--- src/rtl/slink_pstate_ctrl.sv ---
// slink_pstate_ctrl
//   Idle-driven power-state scheduler for the S-Link core. Watches application
//   TX/RX activity in the link clock domain, requests the deepest allowed Px
//   state whose idle threshold has expired, holds the request while the core
//   sits in Px, and sequences the exit on a wake event.
//
//   Optional build macro: SLINK_PSTATE_STATS_EN adds saturating entry and
//   timeout statistics counters (cleared by link_reset only).
//
// Ports
//   link_clk, link_reset          clock, synchronous active-high reset
//   cfg_en, cfg_max_state         automatic entry enable, deepest allowed Px
//   p1/p2/p3_idle_thresh          idle cycles before Px (0 disables that Px)
//   tx_sop, rx_valid, app_wake    application activity / wake
//   in_px_state, in_reset_state   core status
//   p1_req, p2_req, p3_req        one-hot Px requests
//   tx_hold                       application must not issue tx_sop
//   pstate                        current/target Px, 0 when active
//   req_timeout                   one-cycle pulse when a request is aborted
//   p1/p2/p3_entries, timeout_count  statistics (SLINK_PSTATE_STATS_EN only)

module slink_pstate_ctrl #(
  parameter int IDLE_CNT_WIDTH = 16,
  parameter int REQ_TIMEOUT    = 1024,
  parameter int STAT_WIDTH     = 16
) (
  input  logic                      link_clk,
  input  logic                      link_reset,
  input  logic                      cfg_en,
  input  logic [1:0]                cfg_max_state,
  input  logic [IDLE_CNT_WIDTH-1:0] p1_idle_thresh,
  input  logic [IDLE_CNT_WIDTH-1:0] p2_idle_thresh,
  input  logic [IDLE_CNT_WIDTH-1:0] p3_idle_thresh,
  input  logic                      tx_sop,
  input  logic                      rx_valid,
  input  logic                      app_wake,
  input  logic                      in_px_state,
  input  logic                      in_reset_state,
  output logic                      p1_req,
  output logic                      p2_req,
  output logic                      p3_req,
  output logic                      tx_hold,
  output logic [1:0]                pstate,
  output logic                      req_timeout
`ifdef SLINK_PSTATE_STATS_EN
  ,
  output logic [STAT_WIDTH-1:0]     p1_entries,
  output logic [STAT_WIDTH-1:0]     p2_entries,
  output logic [STAT_WIDTH-1:0]     p3_entries,
  output logic [STAT_WIDTH-1:0]     timeout_count
`endif
);

  localparam int TMR_W = (REQ_TIMEOUT > 2) ? $clog2(REQ_TIMEOUT) : 1;
  localparam logic [TMR_W-1:0] TMR_LAST = TMR_W'(REQ_TIMEOUT - 1);

  if (REQ_TIMEOUT < 2 || STAT_WIDTH < 1) begin : g_param_check
    $error("slink_pstate_ctrl: REQ_TIMEOUT must be >= 2 and STAT_WIDTH >= 1");
  end

  typedef enum logic [1:0] {
    ST_ACTIVE = 2'd0,
    ST_REQ    = 2'd1,
    ST_IN_PX  = 2'd2,
    ST_EXIT   = 2'd3
  } state_t;

  state_t                    state;
  state_t                    state_nxt;
  logic [IDLE_CNT_WIDTH-1:0] idle_cnt;
  logic [1:0]                target;
  logic                      wake_pend;
  logic [TMR_W-1:0]          req_tmr;

  logic                      act;
  logic [1:0]                cand;
  logic                      tmr_expired;
  logic                      timeout_hit;
  logic                      leave_exit;

  function automatic logic [IDLE_CNT_WIDTH-1:0] sat_idle_inc(
    input logic [IDLE_CNT_WIDTH-1:0] v
  );
    return (v == '1) ? v : v + 1'b1;
  endfunction

  assign act         = tx_sop | rx_valid | app_wake;
  assign tmr_expired = (req_tmr == TMR_LAST);
  assign leave_exit  = (state == ST_EXIT) && (state_nxt == ST_ACTIVE);

  // Later assignments win, so the deepest expired state allowed by
  // cfg_max_state becomes the candidate.
  always_comb begin
    cand = 2'd0;
    if (cfg_max_state >= 2'd1 && p1_idle_thresh != '0 && idle_cnt >= p1_idle_thresh)
      cand = 2'd1;
    if (cfg_max_state >= 2'd2 && p2_idle_thresh != '0 && idle_cnt >= p2_idle_thresh)
      cand = 2'd2;
    if (cfg_max_state == 2'd3 && p3_idle_thresh != '0 && idle_cnt >= p3_idle_thresh)
      cand = 2'd3;
  end

  // ---- FSM: state register ----
  always_ff @(posedge link_clk) begin
    if (link_reset) state <= ST_ACTIVE;
    else            state <= state_nxt;
  end

  // ---- FSM: next-state logic ----
  // in_reset_state overrides everything; in REQ, cfg_en loss beats core entry,
  // and core entry beats a coincident timeout expiry.
  always_comb begin
    state_nxt   = state;
    timeout_hit = 1'b0;
    if (in_reset_state) begin
      state_nxt = ST_ACTIVE;
    end else begin
      unique case (state)
        ST_ACTIVE: begin
          if (cfg_en && cfg_max_state != 2'd0 && !act && cand != 2'd0)
            state_nxt = ST_REQ;
        end
        ST_REQ: begin
          if (!cfg_en) begin
            state_nxt = ST_EXIT;
          end else if (in_px_state) begin
            state_nxt = ST_IN_PX;
          end else if (tmr_expired) begin
            state_nxt   = ST_ACTIVE;
            timeout_hit = 1'b1;
          end
        end
        ST_IN_PX: begin
          // rx_valid alone does not wake the link from Px.
          if (app_wake || tx_sop || wake_pend || !cfg_en)
            state_nxt = ST_EXIT;
        end
        ST_EXIT: begin
          if (!in_px_state)
            state_nxt = ST_ACTIVE;
        end
        default: state_nxt = ST_ACTIVE;
      endcase
    end
  end

  // ---- Control registers: idle counter, target, wake, request timer ----
  always_ff @(posedge link_clk) begin
    if (link_reset || in_reset_state) begin
      idle_cnt    <= '0;
      target      <= 2'd0;
      wake_pend   <= 1'b0;
      req_tmr     <= '0;
      req_timeout <= 1'b0;
    end else begin
      if (act || !cfg_en || leave_exit || timeout_hit)
        idle_cnt <= '0;
      else if (state == ST_ACTIVE)
        idle_cnt <= sat_idle_inc(idle_cnt);

      if (state == ST_ACTIVE && state_nxt == ST_REQ)
        target <= cand;

      // Activity while the request is outstanding is remembered so the link
      // leaves Px right after entry instead of withdrawing mid-handshake.
      if (state_nxt == ST_ACTIVE)
        wake_pend <= 1'b0;
      else if (state == ST_REQ && act)
        wake_pend <= 1'b1;

      if (state != ST_REQ)
        req_tmr <= '0;
      else if (!tmr_expired)
        req_tmr <= req_tmr + 1'b1;

      req_timeout <= timeout_hit;
    end
  end

  // ---- FSM: output decode ----
  always_comb begin
    p1_req  = 1'b0;
    p2_req  = 1'b0;
    p3_req  = 1'b0;
    tx_hold = (state != ST_ACTIVE);
    pstate  = (state == ST_ACTIVE) ? 2'd0 : target;
    if (state == ST_REQ || state == ST_IN_PX) begin
      p1_req = (target == 2'd1);
      p2_req = (target == 2'd2);
      p3_req = (target == 2'd3);
    end
  end

`ifdef SLINK_PSTATE_STATS_EN
  logic px_entry;

  function automatic logic [STAT_WIDTH-1:0] sat_stat_inc(
    input logic [STAT_WIDTH-1:0] v
  );
    return (v == '1) ? v : v + 1'b1;
  endfunction

  assign px_entry = (state == ST_REQ) && (state_nxt == ST_IN_PX);

  // ---- Statistics: survive in_reset_state, cleared by link_reset only ----
  always_ff @(posedge link_clk) begin
    if (link_reset) begin
      p1_entries    <= '0;
      p2_entries    <= '0;
      p3_entries    <= '0;
      timeout_count <= '0;
    end else begin
      if (px_entry) begin
        case (target)
          2'd1:    p1_entries <= sat_stat_inc(p1_entries);
          2'd2:    p2_entries <= sat_stat_inc(p2_entries);
          2'd3:    p3_entries <= sat_stat_inc(p3_entries);
          default: ;
        endcase
      end
      if (timeout_hit)
        timeout_count <= sat_stat_inc(timeout_count);
    end
  end
`endif

endmodule

--- config.mk ---
export PLATFORM = sky130hd
export DESIGN_NAME = slink_pstate_ctrl
export DESIGN_NICKNAME = d
export VERILOG_FILES = /design/src/rtl/slink_pstate_ctrl.sv
export SDC_FILE = /design/constraint.sdc
export NUM_CORES = 1
export LEC_CHECK = 0
export BUFFER_PORTS_ARGS = -buffer_cell sky130_fd_sc_hd__buf_2
export CORE_ASPECT_RATIO = 1.2
export CORE_MARGIN = 10
export CORE_UTILIZATION = 51
export DETAILED_ROUTE_END_ITERATION = 7
export PLACE_DENSITY = 0.78
export SETUP_SLACK_MARGIN = 0.1
export SLEW_MARGIN = 20
export SYNTH_ARGS = -nofsm -noshare
export SYNTH_HDL_FRONTEND = slang
export SYNTH_SLANG_ARGS = --single-unit
--- constraint.sdc ---
create_clock -name link_clk -period 2.2 [get_ports link_clk]
set_input_delay 0 -clock link_clk [delete_from_list [all_inputs] [get_ports link_clk]]
set_output_delay 0 -clock link_clk [all_outputs]
set_load 0.01 [all_outputs]
; ---- Yosys cells after proc, flatten, opt, wreduce, memory -nomap -nowiden
; Index checks and enable logic that the tools add are counted.
[totals]
regBits = 32
latchBits = 0
mem_bits_rw = 0
rom_bits = 0
out_inout_bits = 7
elab_cells = 81
n_memories = 0
[op_classes]
add_sub_neg = 2
mul = 0
div = 0
order_cmp = 5
eq_ne = 11
n_shift = 0
n_mux = 20
n_bitwise = 3
reduce_logical = 34
[ops]
columns = operator, n
row1 = 16-bit greater-or-equal comparator, 3
row2 = 16-bit nonzero test, 3
row3 = 2-bit 2-to-1 mux, 10
row4 = "16-bit by 1-bit adder with 16-bit output, second input constant", 1
row5 = "16-bit == test, second input constant", 1
row6 = 1-bit logical AND, 12
row7 = "10-bit by 1-bit adder with 10-bit output, second input constant", 1
row8 = "10-bit == test, second input constant", 1
row9 = "2-bit == test, second input constant", 5
row10 = 1-bit 2-to-1 mux, 9
row11 = 1-bit logical OR, 8
row12 = 2-bit one-hot mux with 4 select lines, 1
row13 = "2-bit by 1-bit == test with 1-bit output, second input constant", 3
row14 = 2-bit nonzero test, 3
row15 = 2-bit OR reduction, 3
row16 = 2-bit logical NOT, 2
row17 = "2-bit by 1-bit greater-or-equal comparator with 1-bit output, second input constant", 1
row18 = "2-bit greater-or-equal comparator, second input constant", 1
row19 = 1-bit logical NOT, 2
row20 = "2-bit by 1-bit != test with 1-bit output, second input constant", 1
row21 = 1-bit OR, 2
row22 = 2-bit AND reduction, 1
row23 = 1-bit NOT, 1

; ---- Longest topological paths before layout
; Gate-level depths: netlist (run 1).
[depth]
word_depth = 16
ltp_mapped = 11
depth_no_buf = 10

; ---- Least setup slack after synthesis (run 1)
; Ideal clock, no wire load.
[synth_timing]
path_kind = register to register
start = register idle_cnt[0]
end = register target[0]
t_arrival_ps = 2296
required_ps = 2097
setup_slack_ps = -200
stages_incl_launch_ff = 11
n_path_buf = 0
synth_period_minus_slack_ps = 2400
cell_sequence = dfxtp_1 inv_1 ha_1 nand2b_1 nand3_1 a211o_1 a211oi_2 o221ai_2 or2_0 a211o_1 a2111oi_2
[synth_via]
elab_chain_cells = 12
[synth_lines]
columns = item, line
row1 = from (decl), 70  ; logic [IDLE_CNT_WIDTH-1:0] idle_cnt;
row2 = from (signal assigned), 159  ; idle_cnt <= sat_idle_inc(idle_cnt);
row3 = 16-bit greater-or-equal comparator, 95  ; if (cfg_max_state >= 2'd1 && p1_idle_thresh != '0 && idle_cnt >= p1_idle_thresh)
row4 = 1-bit logical AND, 95
row5 = 1-bit 2-to-1 mux, 95
row6 = 2-bit 2-to-1 mux, 97  ; if (cfg_max_state >= 2'd2 && p2_idle_thresh != '0 && idle_cnt >= p2_idle_thresh)
row7 = 2-bit 2-to-1 mux *, 99  ; if (cfg_max_state == 2'd3 && p3_idle_thresh != '0 && idle_cnt >= p3_idle_thresh)
row8 = 2-bit nonzero test, 120  ; if (cfg_en && cfg_max_state != 2'd0 && !act && cand != 2'd0)
row9 = 1-bit logical AND, 120
row10 = 2-bit 2-to-1 mux, 120
row11 = 2-bit one-hot mux with 4 select lines, 118  ; unique case (state)
row12 = 2-bit 2-to-1 mux, 115  ; if (in_reset_state) begin
row13 = 2-bit by 1-bit == test with 1-bit output, 161  ; if (state == ST_ACTIVE && state_nxt == ST_REQ)
row14 = 1-bit logical AND, 161
row15 = to (signal assigned), 162  ; target <= cand;
row16 = to (decl), 71  ; logic [1:0] target;
; Mark *: on every way between the ends. The rest lies on a longest branch, timed or not.
; A chain may end at the register's enable or synchronous reset.

; ---- Final worst setup path (run 1)
[layout_timing]
start = register idle_cnt[6]
end = register idle_cnt[10]
[layout_via]
elab_chain_cells = 15
[layout_lines]
columns = item, line
row1 = 16-bit greater-or-equal comparator, 95
row2 = 1-bit logical AND, 95
row3 = 1-bit 2-to-1 mux, 95
row4 = 2-bit 2-to-1 mux, 97
row5 = 2-bit 2-to-1 mux, 99
row6 = 2-bit nonzero test, 120
row7 = 1-bit logical AND, 120
row8 = 2-bit 2-to-1 mux, 120
row9 = 2-bit one-hot mux with 4 select lines, 118
row10 = 2-bit 2-to-1 mux, 115
row11 = 2-bit logical NOT, 89  ; assign leave_exit = (state == ST_EXIT) && (state_nxt == ST_ACTIVE);
row12 = 1-bit logical AND, 89
row13 = 1-bit logical OR (2 in series), 156  ; if (act || !cfg_en || leave_exit || timeout_hit)
row14 = 2-bit OR reduction (no line), --
; Several ways; a longest one is shown, not always the timed one.

==> summary.txt, run 1 <==
Outcome
  • Outcome: complete, but fails checks
  • Failing checks: setup timing

Floorplanning
  • Die area: 0.00971 sq mm
  • Num ports: 65
  • CORE AREA: 0.00601 sq mm
  • Die Ht: approximately 110 um
  • Initial Utilization: 52.3%
  • Rows: 31
  • Chip Width: 91.7 um

Worst setup path
  • Worst setup path class: reg2reg
  • Critical path data arrival time: 2.65 ns
  • Flop2flop setup slack: -0.25 ns
  • Max FO, Critical Path: 8
  • Reg2reg start: idle_cnt[6]
  • Worst Path Required: 2.40 ns
  • Worst reg2reg path depth: 10
  • Endpoint type of the worst setup path: register
  • Reg-to-reg endpoint: idle_cnt[10]
  • Startpoint types: register

Global route
  • Largest net degree at the start of global routing: 17
  • Routing usage on met2: between 30% and 40%
  • Met1 Track Usage GR: 19.8%
  • Number of global-route vias before repair: 3,356
  • GRT overflow: 0
  • Gr busiest metal: met2
  • Initial antenna violation count: 0
  • Met3 Resource Use GR: 4.08%
  • Gr usage total: 18.2%
  • First-pass GRT wire length: ~15,000 um

Placement
  • HPWL after DPL: 7190 um
  • Port buffer count: between 60 and 70
  • Gp weighted congestion: 0.900
  • Placed Area: 0.00383 sq mm

Synthesis
  • Ys flop type: dfxtp_1
  • Post-synth ARST share: 0%
  • Synth cell count leaders: 54 x ha_1, 53 x inv_1, 34 x nand2_1, 32 x dfxtp_1, 27 x nor2_1
  • Post-synth top area share: 21.5%
  • Synth warn: 0
  • Cell with the most instances after synthesis: ha_1
  • Synthesized area: 0.00314 sq mm
  • Sequential share of the synthesized area: 20.4%
  • Synth area leader: ha_1
  • Syn avg cell area: 8.10 sq um
  • Top cells by area, synth: ha_1 22%, dfxtp_1 20%, inv_1 6.3%
  • Post-synth EDFFs: 0
  • Synth Instances: 388
  • Seq cells post-synth: 32
  • Netlist cell types: 56
  • Post-Syn Nets: 500

Clock network
  • CTS H-tree lvls: 2
  • CTS root buf: clkbuf_8
  • CTS tree: yes
  • Clock latency on the worst-skew pair: about 0.29 ns
  • CTS buffer count: 5
  • Clock slew at reported path FFs: 0.08 ns
  • Clock sink count: 32
  • Clock buffer depth: 2

STA
  • Worst-margin pin slew: 0.505 ns
  • Final WS setup: -0.253 ns
  • Setup Skew: ~0.015 ns
  • Final Max Tran Viols: 0
  • Setup violators final: 20
  • Highest clock rate: 408 MHz
  • Fin crit share: 111%
  • RSZ-0062 raised after global routing: yes
  • Hold Fails Final Rpt: 0
  • Worst slew margin: roughly 66%
  • Tmin final: 2.45 ns

Layout
  • Design Area, Final: 0.00445 sq mm
  • Inserted Diodes: 0
  • Fillers: roughly 420
  • Final #Nets: 614
  • Fraction of layout cells with a size suffix above 1: between 40% and 50%
  • Multi-input gate area: 0.00266 sq mm
  • Register area: 673 sq um
  • Synthesis-to-layout area growth: 41.7%

Power
  • VDD IR max: 0.300 mV
  • Pwr Density: around 270 mW/mm^2
  • Power Total: roughly 0.0012 W
  • Cell leakage power: 2.02 nW

Min path
  • Hold path depth: 3
  • Min-Delay Startpoint: cfg_en
  • Worst Hold Endpoint: req_timeout
  • Worst Hold Class: in2reg

Routing
  • Vias: around 3,400
  • Vias/cell: 5.79
  • DRT Pass-1 Iters: 4
  • Remaining antenna violation count: 0
  • Drt wl/cell: 17.2 um
  • Iteration-0 DRC count of the detailed router: 151
  • # DRC: 0
  • Routed WL: approximately 10,000 um

Flow run
  • Max-cap viol count: 0
metal layers:
layer  part of all wire (%)  wire length, um  vias to the layer above
met5                      0                0                        -
met4                    3.2              324                        0
met3                    6.2              620                       33
met2                     51             5080                      139
met1                     40             3990                     1595
li1                       -                -                     1617
layout by cell type, fill, tap and decap left out, types with 6 or more instances in the layout:
cell type,instances
nor3_4,6
buf_4,40
o21ai_1,9
dfxtp_2,8
nand4_1,10
nand3_1,12
nand2_1,33
ha_1,39
nor3_2,10
inv_1,52
buf_2,64
a211oi_2,6
nor4_1,13
nor2_1,24
o21ai_0,8
a21oi_1,17
xor2_1,10
ha_4,15
xnor2_1,9
nor3_1,6
dfxtp_4,6
dfxtp_1,18
layout make-up:
type / count / share of cell area, %
clock inverters: 1 / 0.112
flip-flops and latches: 32 / 15.1
multi-input cells: 298 / 59.7
repair buffers: 112 / 16.6
well taps: 82 / 2.30
inverters: 53 / 4.53
clock buffers: 6 / 1.63
where the power goes:
group	internal, W	total [W]	switching, W
Clock	0.000215	0.000431	0.000216
Sequential	0.000572	0.000572	0.000000197
Combinational	0.0000961	0.000211	0.000115
flip-flops by register name, summed over array words and instances, names as in the netlist:
| name | cells |
|---|---|
| idle_cnt | 16 |
| req_tmr | 10 |
| state | 2 |
| target | 2 |
| req_timeout | 1 |
| wake_pend | 1 |
worst max-delay path, stage by stage (launching register included):
cell,delay [ns]
dfxtp_4,0.37
ha_4,0.23
a21oi_1,0.17
nand2_1,0.12
a221oi_4,0.31
a211oi_4,0.13
a211oi_4,0.24
nand2_1,0.12
o2111a_2,0.34
clkbuf_16,0.19
nor3_2,0.14
cell families after synthesis:
logic type               share of synthesized area, %
XOR/XNOR                                         5.30
multiplexers                                    0.956
adder cells (fa/ha/maj)                          21.5
buffers and inverters                            8.72
AND/OR/NAND/NOR                                  27.0
flip-flops                                       20.4
AO/OA/AOI/OAI                                    16.2
what timing repair did:
| action | CTS | global route |
|---|---|---|
| setup buffers | 5 | 5 |
| endpoints found under the setup margin | 21 | 21 |
| hold endpoints to repair | 1 | 0 |
| gates cloned | 1 | 0 |
| pin swaps | 19 | 17 |
| hold buffers | 2 | 0 |
| gates resized for setup | 25 | 55 |
worst max-delay path by stage:
stage | startpoint | to | slack, ns | depth (start not counted)
after CTS | idle_cnt[0] | target[0] | -0.15 | 10
after detailed placement | idle_cnt[4] | idle_cnt[1] | -0.22 | 9
final | idle_cnt[6] | idle_cnt[10] | -0.25 | 10
after floorplan | idle_cnt[0] | target[0] | -0.11 | 10
after global routing | idle_cnt[0] | target[0] | -0.36 | 10
after global placement | idle_cnt[0] | target[0] | -0.15 | 10
metrics by stage:
| stage | util [%] | setup WS (ns) | TNS, ns | instances | hold WS, ns |
|---|---|---|---|---|---|
| after floorplan | - | -0.108 | -0.882 | 388 | 0.0760 |
| after global placement | 63.8 | -0.154 | -1.01 | 565 | 0.204 |
| after detailed placement | 63.8 | -0.219 | -3.07 | 565 | 0.206 |
| after CTS | 69.3 | -0.147 | -1.73 | 580 | 0.100 |
| after global routing | 74.0 | -0.362 | -5.76 | 584 | 0.154 |
| final | 74.0 | -0.253 | -3.64 | 584 | 0.129 |
Power figures use the tool's default switching activity.
==> run 2, diff against run 1 <==
Settings changed: PLACE_DENSITY 0.78 to default, PLACE_DENSITY_LB_ADDON from default to 0.08.
==> summary.txt, run 2 (same netlist as run 1, synthesis figures left out) <==
Layout
  • Fraction of layout cells with a size suffix above 1: 40.5% (about the same)
  • Regs by FF count: idle_cnt x16, req_tmr x10
  • Max reg flops: 16 (unchanged)
  • Register area: 667 sq um (-0.93%)
  • Fillers: 448 (+7.4%)
  • Final Util: 74.4% (+0.33 points)
  • Most frequent cells in the layout: 64 x buf_2, 57 x buf_4, 52 x inv_1
  • Inserted Diodes: 0 (unchanged)
  • Commonest non-fill, non-tap cell in the layout: buf_2
  • Largest Register: idle_cnt
  • Final #Nets: 631 (+2.8%)
  • Synthesis-to-layout area growth: 42.3%
  • Final cell count without fillers: 601 (+2.9%)
  • Multi-input gate area: 0.00254 sq mm (-4.2%)

STA
  • Worst-margin pin slew: 0.495 ns (-0.0103 ns)
  • Tmin final: 2.46 ns (+0.0118 ns)
  • Hold Fails Final Rpt: 0 (unchanged)
  • Worst slew margin: 66.9% (+1.0 points)
  • Setup TNS Final: -3.26 ns (+0.383 ns)
  • Final Max Tran Viols: 0 (unchanged)
  • Fin crit share: 112% (+0.54 points)
  • Final WS setup: -0.265 ns (-0.0118 ns)
  • Setup violators final: 20 (unchanged)
  • Highest clock rate: 406 MHz (-0.48%)
  • RSZ-0062 raised after global routing: yes
  • Setup Skew: 0.00719 ns (-0.00793 ns)

Power
  • Sequential power share: 45.0% (-2.1 points)
  • Cell leakage power: 2.09 nW (+3.7%)
  • Clock share of power: 38.9% (+3.4 points)
  • Power Total: 0.00128 W (+5.1%)
  • Pwr Density: 285 mW/mm^2 (+4.6%)
  • Switching share of power: 25.5% (-1.8 points)
  • P_sw: 0.000325 W (-1.8%)
  • VDD IR max: 0.292 mV (-2.6%)
  • Combinational share of power: 16.0% (-1.4 points)
  • Internal Pwr Total: 0.000950 W (+7.7%)

Worst setup path
  • Worst Path Required: 2.40 ns (about the same)
  • Worst reg2reg path depth: 8 (-2)
  • Top cell family by delay on the critical path: compound AO/OA/AOI/OAI gates
  • Reg2reg start: idle_cnt[6]
  • CP Cell Sequence: ha_1, nand4_1, a211o_1, a211oi_2, o221ai_2, or2_0, a211o_1, a2111oi_4
  • Critical path data arrival time: 2.66 ns (about the same)
  • Flop2flop setup slack: -0.26 ns (about the same)
  • Max stage delay cell, worst path: dfxtp_4
  • WP buf/inv: 0 (-1)
  • Most used cell, CP: a211o_1
  • Endpoint type of the worst setup path: register
  • Startpoint types: register
  • Worst setup path class: reg2reg
  • Reg-to-reg endpoint: target[0]
  • Setup crit start: idle_cnt[6]
  • Max stage delay on crit path: 0.37 ns (about the same)
  • Max FO, Critical Path: 5 (-3)

Outcome
  • Outcome: complete, but fails checks
  • Failing checks: setup timing

Floorplanning
  • Num ports: 65 (unchanged)
  • Initial Utilization: 52.3% (unchanged)
  • Die Ht: 106 um (unchanged)
  • CORE AREA: 0.00601 sq mm (unchanged)
  • Rows: 31 (unchanged)
  • Chip Width: 91.7 um (unchanged)
  • Die area: 0.00971 sq mm (unchanged)

Routing
  • # DRC: 0 (unchanged)
  • Routed WL: 9660 um (-3.6%)
  • Vias/cell: 5.47 (-5.6%)
  • Vias: 3,289 (-2.8%)
  • Remaining antenna violation count: 0 (unchanged)
  • DRT Pass-1 Iters: 4 (unchanged)
  • Drt wl/cell: 16.1 um (-6.3%)
  • Iteration-0 DRC count of the detailed router: 115 (-24%)

Clock network
  • Clock sink count: 32 (unchanged)
  • CTS H-tree lvls: 2 (unchanged)
  • Clock latency on the worst-skew pair: 0.29 ns (about the same)
  • CTS buffer count: 5 (unchanged)
  • CTS root buf: clkbuf_8
  • Clock slew at reported path FFs: 0.07 ns (about the same)
  • CTS tree: yes
  • Clock buffer depth: 2 (unchanged)

Placement
  • Port buffer count: 64 (unchanged)
  • Inst Count DP: 583 (+3.2%)
  • Gp weighted congestion: 0.914 (+1.5%)
  • Worst slack, placed: -0.265 ns (-0.0459 ns)
  • HPWL after DPL: 7480 um (+4.0%)

Global route
  • Initial antenna violation count: 0 (unchanged)
  • Number of global-route vias before repair: 3,426 (+2.1%)
  • First-pass GRT wire length: 15,500 um (+4.1%)
  • Largest net degree at the start of global routing: 17 (unchanged)
  • GRT overflow: 0 (unchanged)
  • Gr usage total: 19.0% (+0.84 points)

Min path
  • Min-Delay Startpoint: cfg_en
  • Hold path depth: 3 (unchanged)
  • Worst Hold Endpoint: req_timeout
  • Worst Hold Class: in2reg

Flow run
  • Max-cap viol count: 0 (unchanged)
## run 2: changes by cell type in the layout (fill, tap and decap cells not counted), sizes merged
cell and delta:
buf +17, clkbuf +1, clkinv -1
## run 2: worst max-delay path by stage
stage,to,depth (start not counted)
global route,target[0],10
CTS,target[0],10
finish,target[0],8
floorplan,target[0],10
detailed placement,idle_cnt[15],10
global placement,idle_cnt[12],10
## run 2: final cells by class
class | count | share of cell area (%)
Multi-Input combinational cell | 298 | 56.9
Clock buffer | 7 | 2.15
Timing Repair Buffer | 129 | 19.3
Inverter | 53 | 4.45
Sequential cell | 32 | 14.9
Tap cell | 82 | 2.29
## run 2: metrics by stage
stage	hold WS [ns]	instance area (sq um)
after detailed placement	0.207	3960
after global placement	0.198	3960
after global routing	0.172	4470
after floorplan	0.0760	3190
after CTS	0.115	4250
final	0.140	4470
## run 2: timing repair
item,in CTS,in global routing
cloned,0,1
endpoints found under the hold margin,1,0
pin swaps,9,19
resized for setup,26,31
buffers inserted,5,3
setup endpoints to repair,21,21
hold buffers,2,0
## run 2: power by group through the flow
stage | clock network (W) | registers (W) | logic, W
final | 0.000496 | 0.000574 | 0.000205
after global routing | 0.000529 | 0.000574 | 0.000230
after CTS | 0.000501 | 0.000576 | 0.000185
after detailed placement | 0 | 0.000593 | 0.000172
after global placement | 0 | 0.000593 | 0.000168
after floorplan | 0 | 0.000593 | 0.0000781
## run 2: worst min-delay path: stages
cell      delay, ns
buf_2          0.12
nand2b_1       0.18
nor3_1         0.08
## run 2: routing by layer
| layer | vias to the layer above | track usage [%] | part of all wire (%) |
|---|---|---|---|
| met5 | - | 0 | 0 |
| met4 | 0 | 7.29 | 3.2 |
| met2 | 91 | 35.9 | 52 |
| li1 | 1648 | - | - |
| met3 | 30 | 3.66 | 4.5 |
| met1 | 1520 | 20.3 | 41 |
==> run 3, diff against run 2 <==
Settings changed: ABC_AREA from default to 1, CORE_UTILIZATION 51 to 52, CTS_BUF_LIST from default to sky130_fd_sc_hd__clkbuf_8, SKIP_CTS_REPAIR_TIMING from default to 1.
==> summary.txt, run 3 <==
Power
  • VDD IR max: 0.435 mV (+49%)
  • Power Total: 0.00133 W (+4.5%)
  • Cell leakage power: 2.19 nW (+4.5%)
  • Pwr Density: 311 mW/mm^2 (+8.9%)

Global route
  • Gr usage total: 16.3% (-2.7 points)
  • Initial antenna violation count: 0 (unchanged)
  • First-pass GRT wire length: 13,600 um (-13%)
  • GRT overflow: 0 (unchanged)
  • Number of global-route vias before repair: 3,114 (-9.1%)
  • Largest net degree at the start of global routing: 12 (-5)

STA
  • Setup violators final: 0 (-100%)
  • Setup TNS Final: 0 ns (+3.26 ns)
  • RSZ-0062 raised after global routing: yes
  • Final Max Tran Viols: 0 (unchanged)
  • Fin crit share: 96.7% (-15 points)
  • Tmin final: 2.13 ns (-0.337 ns)
  • Worst slew margin: 73.6% (+6.7 points)
  • Hold Fails Final Rpt: 0 (unchanged)
  • Highest clock rate: 470 MHz (+16%)
  • Worst-margin pin slew: 0.392 ns (-0.102 ns)
  • Setup Skew: 0.00561 ns (-0.00158 ns)

Worst setup path
  • Most used cell, CP: nand2_2
  • CP Cell Sequence: ha_1, nand2_2, o21bai_1, nand2_1, a21oi_2, nand3_2, nand2_2, nand3_2, nand2_2, nand2_1, nand2_2, nand3_4, nand2_4, buf_12, nor2_4
  • Max stage delay cell, worst path: dfxtp_2
  • Top cell family by delay on the critical path: simple AND/OR/NAND/NOR gates
  • Max stage delay on crit path: 0.36 ns (about the same)
  • WP buf/inv: 1 (+1)
  • Reg2reg start: idle_cnt[15]
  • Setup crit start: idle_cnt[15]
  • Critical path data arrival time: 2.31 ns (-0.35 ns)
  • Endpoint type of the worst setup path: register
  • Worst Path Required: 2.38 ns (-0.02 ns)
  • Worst setup path class: reg2reg
  • Startpoint types: register
  • Max FO, Critical Path: 7 (+2)

Min path
  • Min-Delay Startpoint: in_px_state
  • Worst Hold Class: in2reg

Routing
  • Vias: 3,252 (-1.1%)
  • # DRC: 0 (unchanged)
  • Drt wl/cell: 12.9 um (-20%)
  • Remaining antenna violation count: 0 (unchanged)
  • Routed WL: 8380 um (-13%)
  • Vias/cell: 5.00 (-8.6%)
  • DRT Pass-1 Iters: 5 (+1)
  • Iteration-0 DRC count of the detailed router: 87 (-24%)

Synthesis
  • Netlist cell types: 42 (-25%)
  • Cell with the most instances after synthesis: inv_1
  • Post-synth top area share: 20.6% (-0.95 points)
  • Post-synth EDFFs: 0 (unchanged)
  • Sequential share of the synthesized area: 19.5% (-0.90 points)
  • Seq cells post-synth: 32 (unchanged)
  • Synth cell count leaders: 96 x inv_1, 75 x nand2_1, 54 x ha_1, 50 x nor2_1, 32 x dfxtp_1
  • Top cells by area, synth: ha_1 21%, dfxtp_1 19%, inv_1 11%
  • Synth area leader: ha_1
  • Post-synth ARST share: 0% (unchanged)
  • Ys flop type: dfxtp_1
  • Post-Syn Nets: 586 (+17%)
  • Synth Instances: 474 (+22%)
  • Syn avg cell area: 6.93 sq um (-14%)
  • Synth warn: 0 (unchanged)
  • Synthesized area: 0.00329 sq mm (+4.6%)

Flow run
  • Max-cap viol count: 0 (unchanged)

Floorplanning
  • Die Ht: 107 um (+1.0%)
  • Initial Utilization: 54.0% (+1.7 points)
  • CORE AREA: 0.00609 sq mm (+1.3%)
  • Rows: 31 (unchanged)
  • Die area: 0.00991 sq mm (+2.1%)
  • Chip Width: 92.6 um (+1.0%)
  • Num ports: 65 (unchanged)

Layout
  • Largest Register: idle_cnt
  • Most frequent cells in the layout: 96 x inv_1, 69 x nand2_1, 64 x buf_2
  • Inserted Diodes: 0 (unchanged)
  • Fraction of layout cells with a size suffix above 1: 32.2% (-8.2 points)
  • Commonest non-fill, non-tap cell in the layout: inv_1
  • Final Util: 70.5% (-3.9 points)
  • Synthesis-to-layout area growth: 30.5%
  • Max reg flops: 16 (unchanged)
  • Final cell count without fillers: 650 (+8.2%)
  • Regs by FF count: idle_cnt x16, req_tmr x10
  • Final #Nets: 679 (+7.6%)

Clock network
  • CTS buffer count: 5 (unchanged)
  • Clock buffer depth: 2 (unchanged)
  • CTS root buf: clkbuf_8
  • Clock latency on the worst-skew pair: 0.29 ns (about the same)
  • Clock slew at reported path FFs: 0.07 ns (about the same)
  • Clock sink count: 32 (unchanged)
  • CTS tree: yes
  • CTS H-tree lvls: 2 (unchanged)

Placement
  • Port buffer count: 64 (unchanged)
  • Inst Count DP: 636 (+9.1%)
  • Gp weighted congestion: 0.844 (-7.7%)
  • HPWL after DPL: 6890 um (-7.8%)

Outcome
  • Outcome: finished, final reports clean
[run 3: changes by cell type after synthesis, sizes merged, moves of 4 or more]
cell	before	now
nand2	34	88
nor2b	6	0
nand3	14	27
nor3	22	10
a211oi	9	0
o21bai	0	5
xnor2	9	5
nor4	14	8
nor2	28	63
inv	53	100
[run 3: path summary, 6_finish.rpt]
check             slack (ns)            to  depth (start not counted)
setup / recovery        0.07  idle_cnt[12]                         15
hold / removal          0.08   req_timeout                          4
setup reg to reg        0.07  idle_cnt[12]                         15
hold reg to reg         0.48    req_tmr[8]                          1
[run 3: cell families (layout without fill, tap and decap cells)]
family	Yosys count	after routing	synth area share, %
AND/OR/NAND/NOR	209	209	32.1
AO/OA/AOI/OAI	57	57	10.8
flip-flops	32	32	19.5
XOR/XNOR	16	16	4.26
adder cells (fa/ha/maj)	54	54	20.6
buffers and inverters	105	199	12.5
multiplexers	1	1	0.305
[run 3: per-layer routing]
metal	wire (um)	share of wire [%]	vias to the layer above	GRT usage, %
met5	0	0	-	0
met4	123	1.5	0	4.19
met3	354	4.2	10	3.28
met2	4370	52	54	31.2
met1	3530	42	1482	17.7
li1	-	-	1706	-
[run 3: report_power, final]
part / leakage, nW / total (W) / switching, W / internal, W
Combinational: 1.87 / 0.000196 / 0.000108 / 0.0000887
Sequential: 0.268 / 0.000571 / 0.000000248 / 0.000570
Clock: 0.0541 / 0.000566 / 0.000231 / 0.000335
[run 3: area by class of cell]
class	instances	area, sq um
tap	82	103
clock buffer	5	68.8
fill	515	1800
sequential	32	678
clock inverter	3	42.5
multi-input combinational	337	2480
timing repair buffer	88	528
inverter	103	387
[run 3: worst reg2reg max path: cells and delay by family, from the launching register on]
| kind | cells | cell delay (ns) |
|---|---|---|
| adder cells (fa/ha/maj) | 1 | 0.30 |
| AND/OR/NAND/NOR | 11 | 0.95 |
| buffers and inverters | 1 | 0.16 |
| AO/OA/AOI/OAI | 2 | 0.26 |
| flip-flops | 1 | 0.36 |
[run 3: per-stage QoR]
stage	setup WS (ns)	instance area, sq um	hold WS, ns
floorplan	0.225	3290	0.0724
global route	-0.0607	4290	0.113
detailed placement	-0.0174	3840	0.197
finish	0.0728	4290	0.0820
CTS	-0.0248	3960	-0.108
global placement	0.00591	3840	0.203
